<file path="config.mk">
export PLATFORM = sky130hd
export DESIGN_NAME = rtc_timer
export DESIGN_NICKNAME = d
export VERILOG_FILES = /design/src/rtl/rtc_timer.sv
export SDC_FILE = /design/constraint.sdc
export NUM_CORES = 1
export LEC_CHECK = 0
export CAP_MARGIN = 20
export CORE_ASPECT_RATIO = 0.5
export CORE_UTILIZATION = 50
export CTS_CLUSTER_SIZE = 40
export DETAILED_ROUTE_END_ITERATION = 6
export PLACE_DENSITY = 0.72
export SYNTH_ARGS = -nofsm -noshare
export SYNTH_HDL_FRONTEND = slang
export SYNTH_SLANG_ARGS = --single-unit
export TNS_END_PERCENT = 100
</file>
<file path="constraint.sdc">
create_clock -name mck -period 6.5 [get_ports mck]
set_input_delay 1.3 -clock mck [delete_from_list [all_inputs] [get_ports mck]]
set_output_delay 1.3 -clock mck [all_outputs]
set_load 0.02 [all_outputs]
</file>
<file path="src/rtl/rtc_timer.sv">
// Real-time clock timer: mck divider -> tick -> second -> minute chain with
// sticky status, maskable interrupt, minute alarm and a byte-wide register port.
module rtc_timer #(
    parameter int unsigned TICK_DIV = 49152,
    parameter int unsigned TPS      = 200,
    parameter int unsigned MIN_W    = 21
) (
    input  logic       mck,
    input  logic       rin_n,
    input  logic       restim,
    input  logic       io_rd,
    input  logic       io_wr,
    input  logic [3:0] io_addr,
    input  logic [7:0] io_wdata,
    output logic [7:0] io_rdata,
    output logic       int_n,
    output logic       t_1s,
    output logic       t_5ms
);

    localparam int unsigned DIV_W = (TICK_DIV > 1) ? $clog2(TICK_DIV) : 1;
    localparam int unsigned T0_W  = (TPS > 1) ? $clog2(TPS) : 1;
    localparam int unsigned T1_W  = 6;
    localparam int unsigned EXT_W = 24;

    logic [DIV_W-1:0] div_q;
    logic [T0_W-1:0]  tim0_q;
    logic [T1_W-1:0]  tim1_q;
    logic [MIN_W-1:0] min_q;
    logic [T1_W-1:0]  tim1_sh_q;
    logic [MIN_W-1:0] min_sh_q;
    logic [3:0]       tsta_q;
    logic [3:0]       tmk_q;
    logic [MIN_W-1:0] alm_q;

    logic             tick_ev;
    logic             sec_ev;
    logic             min_ev;
    logic             alm_ev;
    logic [MIN_W-1:0] min_inc;
    logic [3:0]       tsta_set;
    logic [3:0]       tsta_ack;
    logic [EXT_W-1:0] alm_ext;
    logic [EXT_W-1:0] alm_nxt;
    logic [EXT_W-1:0] min_sh_ext;
    logic [7:0]       rd_mux;
    logic [T0_W:0]    tim0_x;

    // Event chain; restim suppresses every event at its source
    assign tick_ev = !restim && (div_q == DIV_W'(TICK_DIV - 1));
    assign sec_ev  = tick_ev && (tim0_q == T0_W'(TPS - 1));
    assign min_ev  = sec_ev && (tim1_q == T1_W'(59));
    assign min_inc = min_q + MIN_W'(1);
    assign alm_ev  = min_ev && (min_inc == alm_q);

    assign tim0_x = {1'b0, tim0_q};
    assign t_1s   = tim0_q[T0_W-1];
    assign t_5ms  = tim0_x[1];

    // Register-port decode: status set/ack, alarm byte merge, read mux
    always_comb begin
        tsta_set   = {alm_ev, min_ev, sec_ev, tick_ev};
        tsta_ack   = 4'h0;
        alm_ext    = EXT_W'(alm_q);
        alm_nxt    = alm_ext;
        min_sh_ext = EXT_W'(min_sh_q);
        rd_mux     = 8'h00;

        if (io_wr && (io_addr == 4'd6)) begin
            tsta_ack = io_wdata[3:0];
        end

        if (io_wr) begin
            case (io_addr)
                4'd7:    alm_nxt[7:0]   = io_wdata;
                4'd8:    alm_nxt[15:8]  = io_wdata;
                4'd9:    alm_nxt[23:16] = io_wdata;
                default: alm_nxt        = alm_ext;
            endcase
        end

        case (io_addr)
            4'd0:    rd_mux = 8'(tim0_q);
            4'd1:    rd_mux = 8'(tim1_sh_q);
            4'd2:    rd_mux = min_sh_ext[7:0];
            4'd3:    rd_mux = min_sh_ext[15:8];
            4'd4:    rd_mux = min_sh_ext[23:16];
            4'd5:    rd_mux = {4'h0, tsta_q};
            4'd7:    rd_mux = alm_ext[7:0];
            4'd8:    rd_mux = alm_ext[15:8];
            4'd9:    rd_mux = alm_ext[23:16];
            default: rd_mux = 8'h00;
        endcase
    end

    // Divider and time counters
    always_ff @(posedge mck or negedge rin_n) begin
        if (!rin_n) begin
            div_q  <= '0;
            tim0_q <= '0;
            tim1_q <= '0;
            min_q  <= '0;
        end else if (restim) begin
            div_q  <= '0;
            tim0_q <= '0;
            tim1_q <= '0;
            min_q  <= '0;
        end else begin
            div_q <= tick_ev ? '0 : div_q + DIV_W'(1);
            if (tick_ev) begin
                tim0_q <= sec_ev ? '0 : tim0_q + T0_W'(1);
            end
            if (sec_ev) begin
                tim1_q <= min_ev ? '0 : tim1_q + T1_W'(1);
            end
            if (min_ev) begin
                min_q <= min_inc;
            end
        end
    end

    // Shadow of TIM1/MIN, captured by a TIM0 read so multi-byte reads are coherent
    always_ff @(posedge mck or negedge rin_n) begin
        if (!rin_n) begin
            tim1_sh_q <= '0;
            min_sh_q  <= '0;
        end else if (restim) begin
            tim1_sh_q <= '0;
            min_sh_q  <= '0;
        end else if (io_rd && (io_addr == 4'd0)) begin
            tim1_sh_q <= tim1_q;
            min_sh_q  <= min_q;
        end
    end

    // Status, mask, alarm, read data and interrupt registers
    always_ff @(posedge mck or negedge rin_n) begin
        if (!rin_n) begin
            tsta_q   <= 4'h0;
            tmk_q    <= 4'h0;
            alm_q    <= '0;
            io_rdata <= 8'h00;
            int_n    <= 1'b1;
        end else begin
            tsta_q <= (tsta_q & ~tsta_ack) | tsta_set;
            alm_q  <= MIN_W'(alm_nxt);
            int_n  <= ~|(tsta_q & tmk_q);
            if (io_wr && (io_addr == 4'd5)) begin
                tmk_q <= io_wdata[3:0];
            end
            if (io_rd) begin
                io_rdata <= rd_mux;
            end
        end
    end

endmodule

</file>
==> flow_summary.html, run 1 <==
<table>
<tr><th>Metric</th><th>Value</th></tr>
<tr><th colspan="2">Floorplan</th></tr>
<tr><td>Overall die width</td><td>160 um</td></tr>
<tr><td>Die footprint</td><td>12,900 sq um</td></tr>
<tr><td>Core region area</td><td>11,900 sq um</td></tr>
<tr><td>Top-level I/O count</td><td>28</td></tr>
<tr><td>Initial Util</td><td>0.520</td></tr>
<tr><td>Vertical extent of the die</td><td>80.8 um</td></tr>
<tr><td>Number of placement rows</td><td>28</td></tr>
<tr><th colspan="2">Setup path</th></tr>
<tr><td>Slowest stage delay, CP</td><td>0.95 ns</td></tr>
<tr><td>Kind of end point of the critical path</td><td>flip-flop</td></tr>
<tr><td>Critical path cell sequence</td><td>clkdlybuf4s50_1 &gt; nor2_1 &gt; and3_1 &gt; nand2_1 &gt; a21oi_1</td></tr>
<tr><td>Kind of start point of the critical path</td><td>input port</td></tr>
<tr><td>Data required time at the worst endpoint</td><td>6.83 ns</td></tr>
<tr><td>Slowest stage cell, crit path</td><td>sky130_fd_sc_hd__and3_1</td></tr>
<tr><td>Largest fanout on the critical path</td><td>27</td></tr>
<tr><td>Type of the worst setup path</td><td>in2reg</td></tr>
<tr><td>Signal arrival time at the worst endpoint</td><td>4.19 ns</td></tr>
<tr><th colspan="2">Placement</th></tr>
<tr><td>IO Port Bufs</td><td>27</td></tr>
<tr><td>Total half-perimeter wirelength after legalization and detailed placement</td><td>11,100 um</td></tr>
<tr><td>Weighted congestion at the end of routability-driven global placement</td><td>0.954</td></tr>
<tr><td>Placed inst area</td><td>6550 sq um</td></tr>
<tr><th colspan="2">Min path</th></tr>
<tr><td>HP Class</td><td>reg2reg</td></tr>
<tr><th colspan="2">Logic synthesis</th></tr>
<tr><td>Cells after Synth</td><td>669</td></tr>
<tr><td>Mean instance size in the synthesized netlist</td><td>9.28 sq um</td></tr>
<tr><td>Register area share after synthesis</td><td>0.468</td></tr>
<tr><td>Most area-hungry cell type in the Yosys netlist</td><td>sky130_fd_sc_hd__dfrtp_1</td></tr>
<tr><td>Synthesis-stage register bit count</td><td>116</td></tr>
<tr><td>Synth top area cells</td><td>sky130_fd_sc_hd__dfrtp_1, sky130_fd_sc_hd__nand2_1, sky130_fd_sc_hd__mux2_2</td></tr>
<tr><td>Syn_nets</td><td>690</td></tr>
<tr><td>Post-synth cell types</td><td>58</td></tr>
<tr><td>Commonest register cell after synthesis</td><td>sky130_fd_sc_hd__dfrtp_1</td></tr>
<tr><td>Post-Synthesis Cell Area</td><td>6210 sq um</td></tr>
<tr><td>Number of flops mapped to enable cells by yosys</td><td>0</td></tr>
<tr><td>Ys async rst share</td><td>1.00</td></tr>
<tr><td>Portion of synthesized cell area occupied by the leading cell type</td><td>0.463</td></tr>
<tr><td>Yosys warning total</td><td>0</td></tr>
<tr><th colspan="2">STA</th></tr>
<tr><td>Endpoints failing setup</td><td>0</td></tr>
<tr><td>Final hold violation count</td><td>0</td></tr>
<tr><td>Worst rel slew slack</td><td>0.300</td></tr>
<tr><td>Fin Clk Skew</td><td>0.00742 ns</td></tr>
<tr><td>Part of the cycle the worst path needs</td><td>0.594</td></tr>
<tr><td>Unrepaired setup endpoints after global routing</td><td>false</td></tr>
<tr><td>Maximum frequency from static timing analysis</td><td>259 MHz</td></tr>
<tr><td>Shortest clock period the worst path allows after layout</td><td>3.86 ns</td></tr>
<tr><td>Worst hold slack across all endpoints</td><td>0.435 ns</td></tr>
<tr><td>Max-slew violation count</td><td>0</td></tr>
<tr><td>Transition time of the tightest slew-check pin</td><td>1.05 ns</td></tr>
<tr><td>Setup Total Neg Slack</td><td>0 ns</td></tr>
<tr><th colspan="2">CTS</th></tr>
<tr><td>Root cell of the clock tree</td><td>sky130_fd_sc_hd__clkbuf_16</td></tr>
<tr><td>CTS tree</td><td>built</td></tr>
<tr><td>Num CTS Buffers</td><td>17</td></tr>
<tr><td>Number of setup buffers added after CTS</td><td>0</td></tr>
<tr><td>Source-to-sink clock delay at the later pin of the worst-skew pair</td><td>0.42 ns</td></tr>
<tr><td>Cts repair resizes</td><td>0</td></tr>
<tr><td>Count of hold-fix buffers inserted at cts</td><td>0</td></tr>
<tr><td>CTS Sinks</td><td>116</td></tr>
<tr><td>Maximum number of buffers from clock root to sink</td><td>2</td></tr>
<tr><td>CTS clock-pin slew for the worst setup and hold paths</td><td>0.05 ns</td></tr>
<tr><td>Depth of the CTS H-tree</td><td>4</td></tr>
<tr><th colspan="2">Finish</th></tr>
<tr><td>Share of post-route cells with drive strength above 1</td><td>0.109</td></tr>
<tr><td>Net total in the final layout</td><td>703</td></tr>
<tr><td>Summed area of non-filler cells in the final layout</td><td>7150 sq um</td></tr>
<tr><td>Area growth from synthesis to final layout</td><td>15.2%</td></tr>
<tr><td>Antenna diodes</td><td>0</td></tr>
<tr><th colspan="2">Global route</th></tr>
<tr><td>Maximum number of pins on one net before global-route repair</td><td>70</td></tr>
<tr><td>Initial antenna violation count</td><td>0</td></tr>
<tr><td>Total routing usage reported by global routing</td><td>0.267</td></tr>
<tr><td>First-pass GRT wire length</td><td>26,000 um</td></tr>
<tr><td>Number of global-route vias before repair</td><td>4,879</td></tr>
<tr><td>Total congestion overflow</td><td>0</td></tr>
<tr><th colspan="2">Power</th></tr>
<tr><td>Power density over the cells</td><td>273 nW/um^2</td></tr>
<tr><td>Worst voltage drop across the vdd grid</td><td>0.000128 V</td></tr>
<tr><td>Leakage</td><td>2.89 nW</td></tr>
<tr><th colspan="2">Routing</th></tr>
<tr><td>DRT Pass-1 Iters</td><td>5</td></tr>
<tr><td>DRC violation count after routing</td><td>0</td></tr>
<tr><td>Vias</td><td>5,106</td></tr>
<tr><td>Routed Wire Length</td><td>16,100 um</td></tr>
<tr><td>Antenna Violating Nets Remaining</td><td>0</td></tr>
<tr><td>Number of vias per cell after detailed routing</td><td>5.94</td></tr>
<tr><td>Detailed router's first-iteration violation count</td><td>514</td></tr>
<tr><td>Average wire per cell in the routed design</td><td>18.7 um</td></tr>
<tr><th colspan="2">Status</th></tr>
<tr><td>Status</td><td>finished, final reports clean</td></tr>
<tr><th colspan="2">Flow run</th></tr>
<tr><td>Max-capacitance violation count</td><td>0</td></tr>
</table>
## logic make-up after synthesis
logic type / Yosys count / share of synthesized area
AOI/OAI and AO/OA: 111 / 0.113
xor gates and xnor gates: 64 / 0.0903
adders and majority gates: 4 / 0.00806
buffers and inverters: 49 / 0.0318
DFF: 116 / 0.468
muxes: 37 / 0.0659
and+or+nand+nor: 288 / 0.224
## layout by cell type (no fill, tap or decap), types with 3 or more instances in the layout
cell                              count
sky130_fd_sc_hd__dfrtp_1            115
sky130_fd_sc_hd__nand2_1            107
sky130_fd_sc_hd__nor2_1              74
sky130_fd_sc_hd__a21oi_1             50
sky130_fd_sc_hd__xnor2_1             39
sky130_fd_sc_hd__mux2_2              31
sky130_fd_sc_hd__xor2_1              25
sky130_fd_sc_hd__nand3_1             25
sky130_fd_sc_hd__clkdlybuf4s50_1     25
sky130_fd_sc_hd__clkbuf_16           17
sky130_fd_sc_hd__o21ai_0             14
sky130_fd_sc_hd__inv_1               13
sky130_fd_sc_hd__nor3_1              13
sky130_fd_sc_hd__nand4_1             10
sky130_fd_sc_hd__o22ai_1             10
sky130_fd_sc_hd__and3_1               8
sky130_fd_sc_hd__a22o_1               8
sky130_fd_sc_hd__or3_1                7
sky130_fd_sc_hd__nand2b_1             7
sky130_fd_sc_hd__nor2b_1              6
sky130_fd_sc_hd__nor4_1               6
sky130_fd_sc_hd__mux2i_1              6
sky130_fd_sc_hd__a32oi_1              6
sky130_fd_sc_hd__clkinv_2             5
sky130_fd_sc_hd__and2_1               4
sky130_fd_sc_hd__ha_1                 4
sky130_fd_sc_hd__nand3b_1             3
sky130_fd_sc_hd__or2_2                3
sky130_fd_sc_hd__a31oi_1              3
sky130_fd_sc_hd__a221oi_1             3
sky130_fd_sc_hd__bufinv_16            3
sky130_fd_sc_hd__clkbuf_1             3
sky130_fd_sc_hd__buf_4                3
## layer usage
layer  vias to the layer above  GRT usage  wire length, um
met5                         -          0                0
met4                         0     0.0981              191
met3                        22     0.0506             1120
met2                       163      0.428             7360
met1                      2567      0.367             7420
li1                       2354          -                -
## final cells by class
type                            instances  area (sq um)
Timing Repair Buffer                   30           293
Multi-Input combinational cell        504          3110
Clock inverter                         10           130
Inverter                               13          48.8
Clock buffer                           22           464
Sequential cell                       116          2900
Tap cell                              165           206
Fill cell                            1015          4790
## state kept, by name (all words and copies together), names as in the netlist
name	count
min_q	21
tmk_q	4
tim0_q	8
io_rdata	8
int_n	1
tim1_q	6
tsta_q	4
min_sh_q	21
div_q	16
alm_q	21
tim1_sh_q	6
## through the flow
step | util | setup slack (ns) | power (mW) | std cells
2_1_floorplan | - | 3.60 | 0.938 | 669
3_3_place_gp | 0.548 | 2.31 | 1.01 | 827
3_5_place_dp | 0.548 | 2.26 | 1.02 | 827
4_1_cts | 0.598 | 2.67 | 1.96 | 859
5_1_grt | 0.599 | 2.46 | 2.02 | 860
6_report | 0.599 | 2.64 | 1.96 | 860
## synthesized netlist by cell type, drive strengths merged (7+ instances only)
master,number
o22ai,10
xor2,25
o21ai,14
nand2b,7
a22o,8
mux2,31
or3,7
buf,9
inv,13
xnor2,39
a21oi,50
nor3,13
nand3,25
clkbuf,27
nor4,8
and3,8
dfrtp,115
nand2,108
nor2,74
nand4,12
## path summary, 6_finish.rpt
kind	cells after the start	to	slack, ns	from
worst max-delay path	5	min_sh_q[7]	2.64	io_addr[1]
worst min-delay path	1	int_n	0.44	tmk_q[2]
worst max register to register	7	tsta_q[3]	3.74	min_q[3]
worst min register to register	1	int_n	0.44	tmk_q[2]
max in group asynchronous	2	div_q[6]	4.30	rin_n
min in group asynchronous	1	min_sh_q[14]	0.93	rin_n
## power by group
group	switching, mW	leakage, nW	total (mW)	internal, mW
Sequential	0.0521	1.57	0.817	0.765
Clock	0.330	0.290	0.949	0.619
Combinational	0.0984	1.03	0.191	0.0922
## critical path, delay by kind of cell
family                 cells  cell delay (ns)
AND/OR/NAND/NOR            3             1.86
buffers and inverters      1             0.86
AO/OA/AOI/OAI              1             0.17
Power figures use the tool's default switching activity.
==> inputs of run 2 (changes only) <==
- clock period: 6.5 -> 3.9 ns (I/O delays scaled with it)
==> flow_summary.html, run 2 (synthesis gave the netlist of run 1 again) <==
<table>
<tr><th>Metric</th><th>Value</th></tr>
<tr><th colspan="2">Setup path</th></tr>
<tr><td>Worst Setup EP</td><td>min_q[9]</td></tr>
<tr><td>R2R Setup Slk</td><td>1.15 ns (-2.59 ns)</td></tr>
<tr><td>Type of the worst setup path</td><td>reg2reg</td></tr>
<tr><td>First element of the critical path</td><td>div_q[0]</td></tr>
<tr><td>Reg2Reg Capture Point</td><td>min_q[9]</td></tr>
<tr><td>Largest fanout on the critical path</td><td>10 (-63%)</td></tr>
<tr><td>Logic depth of the worst register-to-register path</td><td>8 (+1)</td></tr>
<tr><td>Kind of end point of the critical path</td><td>flip-flop</td></tr>
<tr><td>Kind of start point of the critical path</td><td>flip-flop</td></tr>
<tr><td>Start of the worst register-to-register path</td><td>div_q[0]</td></tr>
<tr><td>Data required time at the worst endpoint</td><td>4.16 ns (-2.67 ns)</td></tr>
<tr><td>Signal arrival time at the worst endpoint</td><td>3.00 ns (-1.19 ns)</td></tr>
<tr><th colspan="2">Finish</th></tr>
<tr><td>Biggest registers after layout</td><td>alm_q: 21 flops, min_q: 21 flops, min_sh_q: 21 flops</td></tr>
<tr><td>Summed area of non-filler cells in the final layout</td><td>7190 sq um (+0.51%)</td></tr>
<tr><td>Final Core Density</td><td>0.602 (+0.00304)</td></tr>
<tr><td>Layout Cells excl Fill</td><td>865 (+0.58%)</td></tr>
<tr><td>Most common library cell in the layout ignoring fill and taps</td><td>sky130_fd_sc_hd__dfrtp_1</td></tr>
<tr><td>Share of post-route cells with drive strength above 1</td><td>0.113 (+0.00350)</td></tr>
<tr><td>Net total in the final layout</td><td>708 (+0.71%)</td></tr>
<tr><td>Antenna diodes</td><td>0 (unchanged)</td></tr>
<tr><td>Most frequent cells in the layout</td><td>sky130_fd_sc_hd__dfrtp_1, sky130_fd_sc_hd__nand2_1, sky130_fd_sc_hd__nor2_1</td></tr>
<tr><td>Area growth from synthesis to final layout</td><td>15.8%</td></tr>
<tr><th colspan="2">Routing</th></tr>
<tr><td>DRT met1 WL</td><td>7470 um (+0.71%)</td></tr>
<tr><td>Met2 wirelength from detailed routing</td><td>7280 um (-1.1%)</td></tr>
<tr><td>Top routing layer in use</td><td>met4</td></tr>
<tr><td>Antenna Violating Nets Remaining</td><td>0 (unchanged)</td></tr>
<tr><td>WL met3</td><td>1160 um (+4.0%)</td></tr>
<tr><td>Vias</td><td>5,091 (-0.29%)</td></tr>
<tr><td>DRT Pass-1 Iters</td><td>5 (unchanged)</td></tr>
<tr><td>Detailed router's first-iteration violation count</td><td>496 (-3.5%)</td></tr>
<tr><td>Average wire per cell in the routed design</td><td>18.7 um (-0.24%)</td></tr>
<tr><td>Number of vias per cell after detailed routing</td><td>5.89 (-0.87%)</td></tr>
<tr><td>DRC violation count after routing</td><td>0 (unchanged)</td></tr>
<tr><td>Routed Wire Length</td><td>16,100 um (+0.34%)</td></tr>
<tr><th colspan="2">CTS</th></tr>
<tr><td>Cts repair resizes</td><td>0 (unchanged)</td></tr>
<tr><td>CTS clock-pin slew for the worst setup and hold paths</td><td>0.05 ns (about the same)</td></tr>
<tr><td>Num CTS Buffers</td><td>17 (unchanged)</td></tr>
<tr><td>Count of hold-fix buffers inserted at cts</td><td>0 (unchanged)</td></tr>
<tr><td>Depth of the CTS H-tree</td><td>4 (unchanged)</td></tr>
<tr><td>Root cell of the clock tree</td><td>sky130_fd_sc_hd__clkbuf_16</td></tr>
<tr><td>Maximum number of buffers from clock root to sink</td><td>2 (unchanged)</td></tr>
<tr><td>CTS tree</td><td>built</td></tr>
<tr><td>CTS Sinks</td><td>116 (unchanged)</td></tr>
<tr><td>Number of setup buffers added after CTS</td><td>0 (unchanged)</td></tr>
<tr><td>Source-to-sink clock delay at the later pin of the worst-skew pair</td><td>0.41 ns (about the same)</td></tr>
<tr><th colspan="2">STA</th></tr>
<tr><td>Unrepaired setup endpoints after global routing</td><td>false</td></tr>
<tr><td>Worst rel slew slack</td><td>0.435 (+0.135)</td></tr>
<tr><td>Final hold violation count</td><td>0 (unchanged)</td></tr>
<tr><td>Transition time of the tightest slew-check pin</td><td>0.848 ns (-0.202 ns)</td></tr>
<tr><td>Fin Clk Skew</td><td>0.0101 ns (+0.00273 ns)</td></tr>
<tr><td>Max-slew violation count</td><td>0 (unchanged)</td></tr>
<tr><td>Setup Total Neg Slack</td><td>0 ns (unchanged)</td></tr>
<tr><td>Endpoints failing setup</td><td>0 (unchanged)</td></tr>
<tr><td>Shortest clock period the worst path allows after layout</td><td>2.75 ns</td></tr>
<tr><td>Maximum frequency from static timing analysis</td><td>364 MHz</td></tr>
<tr><td>Part of the cycle the worst path needs</td><td>0.704</td></tr>
<tr><th colspan="2">Floorplan</th></tr>
<tr><td>Top-level I/O count</td><td>28 (unchanged)</td></tr>
<tr><td>Die footprint</td><td>12,900 sq um (unchanged)</td></tr>
<tr><td>Number of placement rows</td><td>28 (unchanged)</td></tr>
<tr><td>Initial Util</td><td>0.520 (unchanged)</td></tr>
<tr><td>Vertical extent of the die</td><td>80.8 um (unchanged)</td></tr>
<tr><td>Core region area</td><td>11,900 sq um (unchanged)</td></tr>
<tr><td>Overall die width</td><td>160 um (unchanged)</td></tr>
<tr><th colspan="2">Min path</th></tr>
<tr><td>HP Class</td><td>reg2reg</td></tr>
<tr><td>Worst Hold Launch</td><td>tmk_q[3]</td></tr>
<tr><th colspan="2">Power</th></tr>
<tr><td>Power density over the cells</td><td>451 nW/um^2 (+65%)</td></tr>
<tr><td>Leakage</td><td>2.92 nW (+0.95%)</td></tr>
<tr><td>Worst voltage drop across the vdd grid</td><td>0.000291 V (+130%)</td></tr>
<tr><td>Power after layout</td><td>3.24 mW (+66%)</td></tr>
<tr><th colspan="2">Placement</th></tr>
<tr><td>IO Port Bufs</td><td>27 (unchanged)</td></tr>
<tr><td>Placed insts</td><td>833 (+0.73%)</td></tr>
<tr><td>Placed inst area</td><td>6600 sq um (+0.88%)</td></tr>
<tr><td>Total half-perimeter wirelength after legalization and detailed placement</td><td>11,300 um (+1.5%)</td></tr>
<tr><td>Weighted congestion at the end of routability-driven global placement</td><td>0.925 (-3.0%)</td></tr>
<tr><th colspan="2">Global route</th></tr>
<tr><td>Total congestion overflow</td><td>0 (unchanged)</td></tr>
<tr><td>Total routing usage reported by global routing</td><td>0.266 (-0.00158)</td></tr>
<tr><td>Number of global-route vias before repair</td><td>4,670 (-4.3%)</td></tr>
<tr><td>Initial antenna violation count</td><td>0 (unchanged)</td></tr>
<tr><td>Maximum number of pins on one net before global-route repair</td><td>68 (-2.9%)</td></tr>
<tr><td>First-pass GRT wire length</td><td>25,800 um (-0.69%)</td></tr>
<tr><th colspan="2">Flow run</th></tr>
<tr><td>Max-capacitance violation count</td><td>0 (unchanged)</td></tr>
<tr><th colspan="2">Status</th></tr>
<tr><td>Status</td><td>finished, final reports clean</td></tr>
</table>
==> run 2: cell types whose count changed in the layout (fill, tap and decap cells not counted), moves of 2 or more <==
cell	before	now
sky130_fd_sc_hd__clkbuf_8	2	5
sky130_fd_sc_hd__clkbuf_1	3	5
sky130_fd_sc_hd__clkinvlp_4	2	0
sky130_fd_sc_hd__buf_4	3	8
sky130_fd_sc_hd__clkinv_2	5	3
==> run 2: critical path, stage by stage, from the launching register on <==
cell                      delay (ns)
sky130_fd_sc_hd__dfrtp_1        0.39
sky130_fd_sc_hd__ha_1           0.27
sky130_fd_sc_hd__nand4_4        0.19
sky130_fd_sc_hd__nor4_4         0.59
sky130_fd_sc_hd__and4b_1        0.63
sky130_fd_sc_hd__nand2_1        0.16
sky130_fd_sc_hd__nor2_1         0.16
sky130_fd_sc_hd__xnor2_1        0.13
sky130_fd_sc_hd__nor2_1         0.06
==> run 2: metal layers <==
| layer | up-vias | track usage |
|---|---|---|
| met3 | 22 | 0.0623 |
| li1 | 2356 | - |
| met1 | 2529 | 0.375 |
| met4 | 0 | 0.0683 |
| met5 | - | 0 |
| met2 | 184 | 0.415 |
==> run 2: per-stage QoR <==
stage          setup WS (ns)  hold WS, ns
3_3_place_gp           0.953        0.401
6_report                1.15        0.414
3_5_place_dp           0.874        0.410
4_1_cts                 1.17        0.419
2_1_floorplan           1.52        0.390
5_1_grt                0.978        0.436
==> run 2: report_power, final <==
| group | internal [mW] | leakage, nW | total (mW) | switching (mW) |
|---|---|---|---|---|
| Combinational | 0.158 | 1.05 | 0.324 | 0.166 |
| Sequential | 1.27 | 1.57 | 1.36 | 0.0832 |
| Clock | 1.02 | 0.291 | 1.56 | 0.537 |
| Total | 2.46 | 2.92 | 3.24 | 0.787 |
==> run 2: worst min-delay path by stage <==
stage,end,slack [ns],cells after the start
global route,int_n,0.44,1
finish,int_n,0.41,1
detailed placement,int_n,0.41,1
CTS,int_n,0.42,1
global placement,int_n,0.40,1
floorplan,int_n,0.39,1
==> run 2: layout make-up <==
type | instances | area [sq um]
fill | 1000 | 4760
multi-input combinational | 504 | 3110
sequential | 116 | 2900
clock buffer | 27 | 513
timing repair buffer | 35 | 335
tap | 165 | 206
clock inverter | 5 | 75.1
inverter | 13 | 48.8
